### config.mk
export PLATFORM = sky130hd
export DESIGN_NAME = ser_rx_frame
export DESIGN_NICKNAME = d
export VERILOG_FILES = /design/src/rtl/ser_rx_frame.sv
export SDC_FILE = /design/constraint.sdc
export NUM_CORES = 1
export LEC_CHECK = 0
export ABC_AREA = 0
export CAP_MARGIN = 25
export CORE_MARGIN = 8
export CORE_UTILIZATION = 45
export CTS_CLUSTER_DIAMETER = 150
export DETAILED_ROUTE_END_ITERATION = 7
export MAX_ROUTING_LAYER = met4
export PLACE_DENSITY = 0.74
export SETUP_SLACK_MARGIN = 0.05
export SLEW_MARGIN = 10
export SYNTH_ARGS = -nofsm -noshare
export SYNTH_HDL_FRONTEND = slang
export SYNTH_SLANG_ARGS = --single-unit
### constraint.sdc
create_clock -name clk -period 1.5 [get_ports clk]
set_clock_uncertainty 0.2 [all_clocks]
set_input_delay 0.15 -clock clk [delete_from_list [all_inputs] [get_ports clk]]
set_output_delay 0.15 -clock clk [all_outputs]
set_load 0.005 [all_outputs]
### src/rtl/ser_rx_frame.sv
// Serial frame receiver: samples din on enabled edges and rebuilds
// start / WIDTH data (LSB first) / stop frames into parallel words.
module ser_rx_frame #(
    parameter int WIDTH = 8
) (
    input  logic             clk,
    input  logic             rst,
    input  logic             en,
    input  logic             din,
    output logic [WIDTH-1:0] dout,
    output logic             valid,
    output logic             frame_err,
    output logic             busy
);

    localparam int CW = $clog2(WIDTH + 1);

    typedef enum logic [1:0] {
        IDLE,
        DATA,
        STOP
    } state_t;

    state_t           state_q, state_d;
    logic [CW-1:0]    cnt_q, cnt_d;
    logic [WIDTH-1:0] shreg_q, shreg_d;
    logic [WIDTH-1:0] dout_q, dout_d;
    logic             valid_q, valid_d;
    logic             frame_err_q, frame_err_d;

    always_comb begin
        // NOTE: every signal gets a default first so no path leaves it unassigned (no latches).
        state_d     = state_q;
        cnt_d       = cnt_q;
        shreg_d     = shreg_q;
        dout_d      = dout_q;
        valid_d     = 1'b0;
        frame_err_d = 1'b0;

        if (en) begin
            unique case (state_q)
                IDLE: begin
                    if (!din) begin
                        state_d = DATA;
                        cnt_d   = '0;
                    end
                end
                DATA: begin
                    shreg_d = {din, shreg_q[WIDTH-1:1]};
                    cnt_d   = cnt_q + CW'(1);
                    if (cnt_q == CW'(WIDTH - 1)) begin
                        state_d = STOP;
                    end
                end
                STOP: begin
                    // A bad stop bit drops the word; dout keeps the last good one.
                    if (din) begin
                        dout_d  = shreg_q;
                        valid_d = 1'b1;
                    end else begin
                        frame_err_d = 1'b1;
                    end
                    state_d = IDLE;
                end
                default: state_d = IDLE;
            endcase
        end
    end

    always_ff @(posedge clk) begin
        // NOTE: non-blocking assignments so every flop samples pre-edge values.
        if (rst) begin
            state_q     <= IDLE;
            cnt_q       <= '0;
            shreg_q     <= '0;
            dout_q      <= '0;
            valid_q     <= 1'b0;
            frame_err_q <= 1'b0;
        end else begin
            state_q     <= state_d;
            cnt_q       <= cnt_d;
            shreg_q     <= shreg_d;
            dout_q      <= dout_d;
            valid_q     <= valid_d;
            frame_err_q <= frame_err_d;
        end
    end

    assign dout      = dout_q;
    assign valid     = valid_q;
    assign frame_err = frame_err_q;
    assign busy      = (state_q != IDLE);

endmodule

Word-level counts from Yosys, hierarchy flattened

Index checks and enable logic that the tools add are counted.

Logic and storage cells: 29
Output and inout bits: 11
Register bits: 24

Add/sub/neg operators: 1
Multiplexer cells: 7
Bitwise logic cells: 2
Reductions and logical operators: 8
Eq/ne operators: 5

Operators by type and width:

| cell                                           | number |
|---|---|
| AND reduction 3 bit                            | 3 |
| one-hot mux 4 bit (2 select lines)             | 1 |
| adder 4 x 1 -> 4 bit (second input constant)   | 1 |
| == test 4 x 3 -> 1 bit (second input constant) | 1 |
| two-way mux 2 bit                              | 2 |
| two-way mux 4 bit                              | 1 |
| inequality test 2 bit (second input constant)  | 2 |
| one-hot mux 2 bit (2 select lines)             | 1 |
| nonzero test 2 bit                             | 2 |
| OR reduction 3 bit                             | 1 |
| == test 2 x 1 -> 1 bit (second input constant) | 1 |
| == test 2 bit (second input constant)          | 1 |
| zero test 2 bit                                | 1 |
| two-way mux 1 bit                              | 2 |
| NOT 1 bit                                      | 2 |
| AND reduction 2 bit                            | 1 |

Longest topological paths before layout

Gate-level depths: netlist (run 1).

Depth after elaboration: 3
Gate-level depth with buffers: 5
Depth with buffers taken out: 4

Worst setup path after synthesis (run 1)

Ideal clock, no wire load.

Path kind: register -> register
From: register state_q[1]
To: register cnt_q[3]
Library setup time: 0.074 ns
Stages on the path, launching flop included: 5
Slack: 0.116 ns
Data arrival time: 1.110 ns
Required time: 1.226 ns
Cells stage by stage: dfxtp_1 -> buf_6 -> nand2b_4 -> or4_1 -> a31oi_1

Longest elaborated chain between the ends: 3
Elaborated cells on any way between the ends: 6

Ends and longest elaborated chain:

| what                                                                         | line | source |
|---|---|---|
| start: declaration                                                           | 24   | `state_t state_q, state_d;` |
| start signal: assignment                                                     | 80   | `state_q <= state_d;` |
| == test 2 x 1 -> 1 bit or zero test 2 bit (tied branches)                    | 41   | `unique case (state_q)` |
| nonzero test 2 bit (no source line) or inequality test 2 bit (tied branches) | --   |  |
| AND reduction 3 bit (no source line)                                         | --   |  |
| end signal: assignment                                                       | 81   | `cnt_q <= cnt_d;` |
| end: declaration                                                             | 25   | `logic [CW-1:0] cnt_q, cnt_d;` |

Several ways; a longest one is shown, not always the timed one.
A chain may end at the register's enable or synchronous reset.

Worst setup path in the final report (run 1)

Ends and elaborated chain as after synthesis.

==> impl_metrics.py, run 1 <==
metrics = {
    "status": {
        "run_status": "complete, but fails checks",
        "violations": "negative setup slack",
    },
    "finish": {
        "fillers": 157,
        "fin_nets": 149,
        "drive_above_1_share": 0.3776,
        "num_antenna_cells": 0,
        "fin_cells": 170,
        "final_area_mm2": 0.001381,
        "area_growth_syn_to_layout_pct": 43.75,
    },
    "hold_path": {
        "min_path_type": "reg2reg",
        "min_to": "dout[0]",
        "hold_depth": 2,
        "hold_start": "dout[0]",
    },
    "synthesis": {
        "postSynthCellCount": 113,
        "synth_edf_count": 0,
        "ys_types": 27,
        "yosys_warnings": 0,
        "synthFlopType": "dfxtp_1",
        "syn_area_um2": 960.9,
        "ys_ff_latch": 24,
        "ys_seq_area_frac": 0.5000,
        "syn_avg_cell_area_um2": 8.504,
        "syn_nets": 118,
        "synthArstFlopShare": 0,
    },
    "floorplanning": {
        "start_util": 0.4848,
        "die_area_mm2": 0.003870,
        "ios": 15,
        "die_w_um": 62.21,
        "rows": 16,
        "die_h_um": 62.21,
        "core_area_mm2": 0.001982,
    },
    "drt": {
        "num_vias": 896,
        "postRouteAntennaNets": 0,
        "vias_per_cell": 5.271,
        "drt_iter0_markers": 15,
        "wl_per_cell_um": 13.42,
        "dr.pass1.iters": 4,
        "drc": 0,
        "totalWireLength_um": 2281,
    },
    "cts": {
        "cts_root_buf": "clkbuf_4",
        "cts_buffers": 3,
        "cts.sinks": 24,
        "htreeDepth": 1,
        "clock_path_buffers": 2,
        "clkTransAtPathRegs_ps": 130,
        "cts_tree": "yes",
        "clkLatencyLatePin_ps": 320,
        "ctsHoldBuffers": 0,
    },
    "critical_path": {
        "cp-start-kind": "flop",
        "crit_type": "reg2reg",
        "required_ps": 1540,
        "cp_max_fo": 3,
        "cp.arrival_ps": 1550,
        "rr_worst_depth": 4,
        "r2r_setup_slack_ps": -9,
        "r2r-start": "state_q[1]",
        "rr_endpoint": "cnt_q[3]",
        "end_kind": "flop",
    },
    "power_and_ir_drop": {
        "irDropWorstVdd_uv": 849.0,
        "pwr_density_cell_mw_per_mm2": 876.9,
        "p_leak_uw": 0.0005717,
    },
    "job": {
        "maxCapViolCount": 0,
    },
    "placement": {
        "dpl.cell_count": 157,
        "gpl.final_weighted_congestion": 0.8410,
        "port_buffers": 14,
        "pre_cts_ws_ps": -197.2,
        "place_area_mm2": 0.001185,
        "place_hpwl_um": 1415,
    },
    "timing": {
        "worst_slack_ps": -8.781,
        "slew_headroom": 0.7704,
        "worstMarginPinSlew_ps": 343.3,
        "period_needed_ps": 1509,
        "grt_setup_unrepaired": "true",
        "hold_viol_final": 0,
        "fmax_ghz": 0.6628,
        "finalCritPeriodShare": 1.006,
        "whs_ps": 257.5,
        "maxSlewViolCount": 0,
        "finalSetupTns_ps": -8.781,
        "setup_viol": 1,
    },
    "global_routing": {
        "grt_use_total": 0.1123,
        "grt_max_degree": 19,
        "grt_overflow": 0,
        "grt_pass1_vias": 826,
        "grt_antenna_before_repair": 0,
        "grt_pass1_wl_um": 3657,
    },
}
-- registers in the layout (all words and copies together) (netlist names) --
name	cells
state_q	2
valid	1
dout	8
cnt_q	4
frame_err	1
shreg_q	8
-- metal layers --
metal  wire length [µm]  track usage  vias to the layer above
li1                   -            -                      448
met1                995       0.1207                      435
met2               1192       0.1979                       13
met3                 93      0.03763                        0
met4                  0      0.01749                        0
met5                  0            -                        -
-- metrics by stage --
| step | power (µW) | util |
|---|---|---|
| after floorplan | 698.8 | - |
| after global placement | 736.4 | 0.5979 |
| after detailed placement | 737.5 | 0.5979 |
| after CTS | 1208 | 0.6566 |
| after global routing | 1248 | 0.6970 |
| final | 1211 | 0.6970 |
-- where the power goes --
| group | total, µW | switching, µW | leakage [µW] | internal [µW] |
|---|---|---|---|---|
| Sequential | 645 | 3.87 | 0.000199 | 641 |
| Clock | 465 | 194 | 0.0000279 | 270 |
| Combinational | 102 | 49.9 | 0.000344 | 51.7 |
| Total | 1210 | 248 | 0.000572 | 963 |
-- cell type report --
type / instances / area (µm²) / area share
Tap cell: 27 / 33.78 / 0.02446
Inverter: 1 / 5.005 / 0.003623
Timing Repair Buffer: 34 / 307.8 / 0.2228
Multi-Input combinational cell: 80 / 485.5 / 0.3515
Sequential cell: 24 / 496.7 / 0.3596
Clock buffer: 3 / 22.52 / 0.01630
Clock inverter: 1 / 30.03 / 0.02174
-- worst max-delay path, stage by stage (launching register included) --
cell and delay, ps:
dfxtp_2 350, buf_6 110, nand2b_4 140, or4_4 480
a31oi_1 160
-- worst max-delay path by stage --
stage               start  endpoint  slack [ps]  depth (start not counted)
4_1_cts        state_q[0]      busy         -10                          2
3_5_place_dp           en  cnt_q[3]        -200                          4
5_1_grt        state_q[1]  cnt_q[3]         -30                          4
2_1_floorplan  state_q[1]  cnt_q[3]         120                          4
6_report       state_q[1]  cnt_q[3]          -9                          4
3_3_place_gp           en  cnt_q[3]        -160                          4
-- cell usage after synthesis (all sizes together), types with 2 or more instances --
library cell / n / area [µm²]
a21oi: 19 / 95.09
and4b: 2 / 20.02
buf: 5 / 33.78
clkbuf: 3 / 11.26
dfxtp: 24 / 480.5
nand2: 23 / 86.33
nand2b: 2 / 20.02
nand3: 10 / 50.05
nor2: 3 / 11.26
nor2b: 4 / 25.02
o21ai: 5 / 25.02
or2: 2 / 12.52
-- kinds of logic (layout without fill, tap and decap cells) --
| kind of cell | Yosys count | after routing | synth area share |
|---|---|---|---|
| AND/OR/NAND/NOR | 51 | 51 | 0.2787 |
| AO/OA/AOI/OAI | 27 | 27 | 0.1471 |
| buffers and inverters | 9 | 39 | 0.05077 |
| multiplexers | 1 | 1 | 0.01042 |
| adder cells (fa/ha/maj) | 1 | 1 | 0.01302 |
| flip-flops | 24 | 24 | 0.5000 |
-- what timing repair did --
item | CTS | global route
pin swaps | 7 | 11
resized for setup | 30 | 18
hold endpoints to repair | 0 | 0
setup endpoints to repair | 14 | 16
buffers inserted | 5 | 4
-- placed cells by master (no fill, tap or decap), types with 2 or more instances in the layout --
cell type,count
dfxtp_1,13
a21oi_1,13
nand3_1,10
buf_4,13
nand2_2,5
and4b_1,2
buf_6,6
dlygate4sd2_1,10
nor2_1,3
nand2_1,17
a21oi_2,6
clkbuf_4,3
clkdlybuf4s50_1,3
dfxtp_2,10
o21ai_0,5
nor2b_1,3
Note: power is estimated with default switching activity, not from simulation.
==> inputs of run 2 (changes only) <==
CELL_PAD_IN_SITES_DETAIL_PLACEMENT = 1   (was unset)
CELL_PAD_IN_SITES_GLOBAL_PLACEMENT = 2   (was unset)
CORE_UTILIZATION = 27   (was 45)
==> run 2 against run 1 <==
  * The run still ends with negative setup slack left
  * First-iteration DRC count decreased by 47%
  * Flip-flop and latch count unchanged
  * Routed wire length increased by 12%
  * Power decreased by 0.30%
  * Sequential power about the same
  * Setup slack got worse by 8.7 ps
  * Utilization decreased by 31 points
  * Non-clock buffer count decreased by 6
  * Die area increased by 48%
  * Clock-buffer cell count unchanged
  * Clock power increased by 1%
  * Critical path type unchanged
  * Largest cell class unchanged
  * Highest routed layer is now met4
==> impl_metrics.py, run 2 (synthesis gave the netlist of run 1 again) <==
metrics = {
    "timing": {
        "fmax_ghz": 0.6590,
        "maxSlewViolCount": 0,
        "finalSetupTns_ps": -17.48,
        "whs_ps": 258.1,
        "grt_setup_unrepaired": "true",
        "worst_slack_ps": -17.48,
        "period_needed_ps": 1517,
        "slew_headroom": 0.8161,
        "setup_viol": 1,
        "hold_viol_final": 0,
        "finalCritPeriodShare": 1.012,
        "worstMarginPinSlew_ps": 275.3,
    },
    "drt": {
        "totalWireLength_um": 2546,
        "drc": 0,
        "postRouteAntennaNets": 0,
        "num_vias": 864,
        "vias_per_cell": 4.721,
        "drt_iter0_markers": 8,
        "dr.pass1.iters": 2,
        "wl_per_cell_um": 13.91,
    },
    "placement": {
        "gpl.final_weighted_congestion": 0.8105,
        "pre_cts_ws_ps": -202.6,
        "port_buffers": 14,
        "place_hpwl_um": 1776,
    },
    "power_and_ir_drop": {
        "pwr_density_cell_mw_per_mm2": 914.9,
        "p_leak_uw": 0.0005185,
        "total_power_uw": 1208,
        "irDropWorstVdd_uv": 374.3,
    },
    "job": {
        "maxCapViolCount": 0,
    },
    "global_routing": {
        "grt_pass1_wl_um": 4057,
        "grt_max_degree": 24,
        "grt_antenna_before_repair": 0,
        "grt_overflow": 0,
        "grt_pass1_vias": 871,
        "grt_use_total": 0.09419,
    },
    "cts": {
        "htreeDepth": 1,
        "cts_buffers": 3,
        "cts_tree": "yes",
        "cts_root_buf": "clkbuf_4",
        "cts.sinks": 24,
        "clkLatencyLatePin_ps": 320,
        "clkTransAtPathRegs_ps": 140,
        "ctsHoldBuffers": 0,
        "clock_path_buffers": 2,
    },
    "floorplanning": {
        "rows": 21,
        "die_h_um": 75.66,
        "die_area_mm2": 0.005724,
        "core_area_mm2": 0.003390,
        "start_util": 0.2835,
        "die_w_um": 75.66,
        "ios": 15,
    },
    "critical_path": {
        "required_ps": 1550,
        "rr_worst_depth": 4,
        "cp_max_fo": 4,
        "r2r-start": "state_q[1]",
        "cp-start-kind": "flop",
        "r2r_setup_slack_ps": -20,
        "cp.arrival_ps": 1560,
        "crit_type": "reg2reg",
        "rr_endpoint": "cnt_q[3]",
        "end_kind": "flop",
    },
    "hold_path": {
        "min_to": "dout[0]",
        "min_path_type": "reg2reg",
        "hold_depth": 2,
        "hold_start": "shreg_q[0]",
    },
    "status": {
        "violations": "negative setup slack",
        "run_status": "complete, but fails checks",
    },
    "finish": {
        "fin_nets": 143,
        "num_antenna_cells": 0,
        "area_growth_syn_to_layout_pct": 37.37,
        "fillers": 396,
        "layout_commonest_cell": "nand2_1",
        "drive_above_1_share": 0.2701,
        "final_cell_mix": "nand2_1, a21oi_1, dfxtp_2, dfxtp_1",
    },
}
[run 2: cell count changes in the layout (fill, tap and decap cells not counted), sizes merged]
cell    before  now
buf         20   15
clkbuf       4    3
[run 2: worst max-delay path: stages (launching register included)]
cell and delay (ps):
dfxtp_4 380, buf_6 120, nand2b_4 140, or4_4 470, a31oi_1 140
[run 2: where the power goes]
| group | leakage [µW] | total (µW) | internal, µW | switching [µW] |
|---|---|---|---|---|
| sequential | 0.000200 | 644 | 640 | 4.06 |
| clock | 0.0000279 | 471 | 270 | 201 |
| combinational | 0.000290 | 91.9 | 44.6 | 47.3 |
| total | 0.000519 | 1210 | 955 | 252 |
[run 2: worst max path at each step]
stage          startpoint        to  slack (ps)  cells past startpoint
2_1_floorplan  state_q[1]  cnt_q[3]         120                      4
3_3_place_gp           en  cnt_q[3]        -170                      4
3_5_place_dp           en  cnt_q[3]        -200                      4
4_1_cts        state_q[1]  cnt_q[3]          -3                      4
5_1_grt        state_q[1]  cnt_q[3]         -50                      4
6_report       state_q[1]  cnt_q[3]         -20                      4
[run 2: metal layers]
| layer | vias up | GRT usage | wire length (µm) |
|---|---|---|---|
| li1 | 440 | - | - |
| met1 | 410 | 0.1095 | 1174 |
| met2 | 12 | 0.1630 | 1277 |
| met3 | 2 | 0.01974 | 77 |
| met4 | 0 | 0.01919 | 17 |
| met5 | - | - | 0 |
[run 2: final cells by class]
cell class,instances,area [µm²],area share
inverters,1,3.754,0.002844
flip-flops and latches,24,499.2,0.3782
clock inverters,1,30.03,0.02275
clock buffers,3,22.52,0.01706
well taps,46,57.56,0.04360
repair buffers,28,260.3,0.1972
multi-input cells,80,446.7,0.3384
[run 2: repair_timing]
| item | CTS | global route |
|---|---|---|
| buffers inserted | 2 | 1 |
| resized for setup | 29 | 4 |
| pin swaps | 2 | 3 |
| setup endpoints to repair | 18 | 14 |
[run 2: through the flow]
stage               area, µm²  instances    util
floorplan               960.9        113       -
global placement         1221        176  0.3603
detailed placement       1221        176  0.3603
CTS                      1297        182  0.3828
global route             1320        183  0.3894
finish                   1320        183  0.3894
==> inputs of run 3 (changes only) <==
RECOVER_POWER = 50   (was unset)
==> run 3 against run 2 <==
  * The run still ends with negative setup slack left
  * Setup slack is the same
  * Fmax is the same
  * Power is essentially flat
  * Critical path depth is the same
  * Largest cell class unchanged
==> impl_metrics.py, run 3 (synthesis gave the netlist of run 1 again) <==
metrics = {
    "status": {
        "run_status": "complete, but fails checks",
        "violations": "negative setup slack",
    },
    "placement": {
        "port_buffers": 14,
        "pre_cts_ws_ps": -202.6,
        "place_area_mm2": 0.001221,
        "place_hpwl_um": 1776,
        "gpl.final_weighted_congestion": 0.8105,
        "dpl.cell_count": 176,
    },
    "floorplanning": {
        "ios": 15,
        "rows": 21,
        "core_area_mm2": 0.003390,
        "die_h_um": 75.66,
        "die_area_mm2": 0.005724,
        "die_w_um": 75.66,
        "start_util": 0.2835,
    },
    "cts": {
        "htreeDepth": 1,
        "clkLatencyLatePin_ps": 320,
        "cts.sinks": 24,
        "cts_buffers": 3,
        "ctsHoldBuffers": 0,
        "cts_tree": "yes",
        "clkTransAtPathRegs_ps": 140,
        "cts_root_buf": "clkbuf_4",
        "clock_path_buffers": 2,
    },
    "timing": {
        "finalCritPeriodShare": 1.012,
        "slew_headroom": 0.8161,
        "setup_viol": 1,
        "worstMarginPinSlew_ps": 275.3,
        "maxSlewViolCount": 0,
        "period_needed_ps": 1517,
        "hold_viol_final": 0,
        "grt_setup_unrepaired": "true",
        "worst_slack_ps": -17.48,
        "fmax_ghz": 0.6590,
    },
    "power_and_ir_drop": {
        "p_leak_uw": 0.0005134,
        "pwr_density_cell_mw_per_mm2": 923.8,
        "total_power_uw": 1208,
        "irDropWorstVdd_uv": 374.3,
    },
    "job": {
        "maxCapViolCount": 0,
    },
    "drt": {
        "totalWireLength_um": 2546,
        "dr.pass1.iters": 2,
        "drt_iter0_markers": 8,
        "met2_length_um": 1277,
        "drc": 0,
        "route.met3.wl_um": 77,
        "top_layer_used": "met4",
        "num_vias": 864,
        "postRouteAntennaNets": 0,
        "wl_met1_um": 1174,
        "wl_per_cell_um": 13.91,
        "vias_per_cell": 4.721,
    },
    "critical_path": {
        "rr_endpoint": "cnt_q[3]",
        "critPathLaunch": "state_q[1]",
        "required_ps": 1550,
        "cp-start-kind": "flop",
        "crit_type": "reg2reg",
        "cp_max_fo": 4,
        "r2r-start": "state_q[1]",
        "end_kind": "flop",
        "cp.arrival_ps": 1560,
        "crit_end": "cnt_q[3]",
        "rr_worst_depth": 4,
        "r2r_setup_slack_ps": -20,
    },
    "finish": {
        "fin_nets": 143,
        "final_cell_mix": "nand2_1, dfxtp_1, a21oi_1",
        "drive_above_1_share": 0.1971,
        "num_antenna_cells": 0,
        "layout_commonest_cell": "nand2_1",
        "final_area_mm2": 0.001308,
        "fin_util": 0.3858,
        "fin_cells": 183,
        "area_growth_syn_to_layout_pct": 36.07,
        "fillers": 403,
    },
    "global_routing": {
        "grt_overflow": 0,
        "grt_antenna_before_repair": 0,
        "grt_pass1_wl_um": 4057,
        "grt_use_total": 0.09419,
        "grt_pass1_vias": 871,
        "grt_max_degree": 24,
    },
    "hold_path": {
        "min_path_type": "reg2reg",
    },
}
## run 3: power by group
part / total, µW / leakage [µW] / internal, µW / switching [µW]
registers: 645 / 0.000195 / 641 / 4.06
logic: 91.9 / 0.000290 / 44.6 / 47.3
clock network: 471 / 0.0000279 / 270 / 201
## run 3: how the worst min path moves through the flow
| stage | start | depth (start not counted) | slack (ps) | endpoint |
|---|---|---|---|---|
| 2_1_floorplan | rst | 1 | 20 | shreg_q[3] |
| 3_3_place_gp | dout[0] | 2 | 240 | dout[0] |
| 3_5_place_dp | dout[4] | 2 | 250 | dout[4] |
| 4_1_cts | rst | 2 | 250 | frame_err |
| 5_1_grt | rst | 2 | 290 | frame_err |
| 6_report | dout[4] | 2 | 260 | dout[4] |
## run 3: per-layer routing
layer / track usage / vias up
met2: 0.1630 / 12
li1: - / 440
met5: - / -
met4: 0.01919 / 0
met3: 0.01974 / 2
met1: 0.1095 / 410
## run 3: stage by stage
step	setup TNS (ps)	hold WS (ps)
after floorplan	0	19.07
after global placement	-2189	241.0
after detailed placement	-2591	248.2
after CTS	-2.610	253.8
after global routing	-102.3	288.9
final	-17.48	262.1
## run 3: timing repair
item	in CTS	in global routing
buffers inserted	2	1
endpoints found under the setup margin	18	14
pin swaps	2	3
gates cloned	0	0
resized for setup	29	4
## run 3: layout make-up
| class | count | area, µm² | area share |
|---|---|---|---|
| clock buffers | 3 | 22.52 | 0.01722 |
| clock inverters | 1 | 30.03 | 0.02297 |
| inverters | 1 | 3.754 | 0.002871 |
| multi-input cells | 80 | 446.7 | 0.3416 |
| flip-flops and latches | 24 | 486.7 | 0.3723 |
| well taps | 46 | 57.56 | 0.04402 |
| repair buffers | 28 | 260.3 | 0.1990 |
## run 3: critical path, stage by stage (launching register included)
cell and delay [ps]:
dfxtp_4 380, buf_6 120, nand2b_4 140, or4_4 470, a31oi_1 140
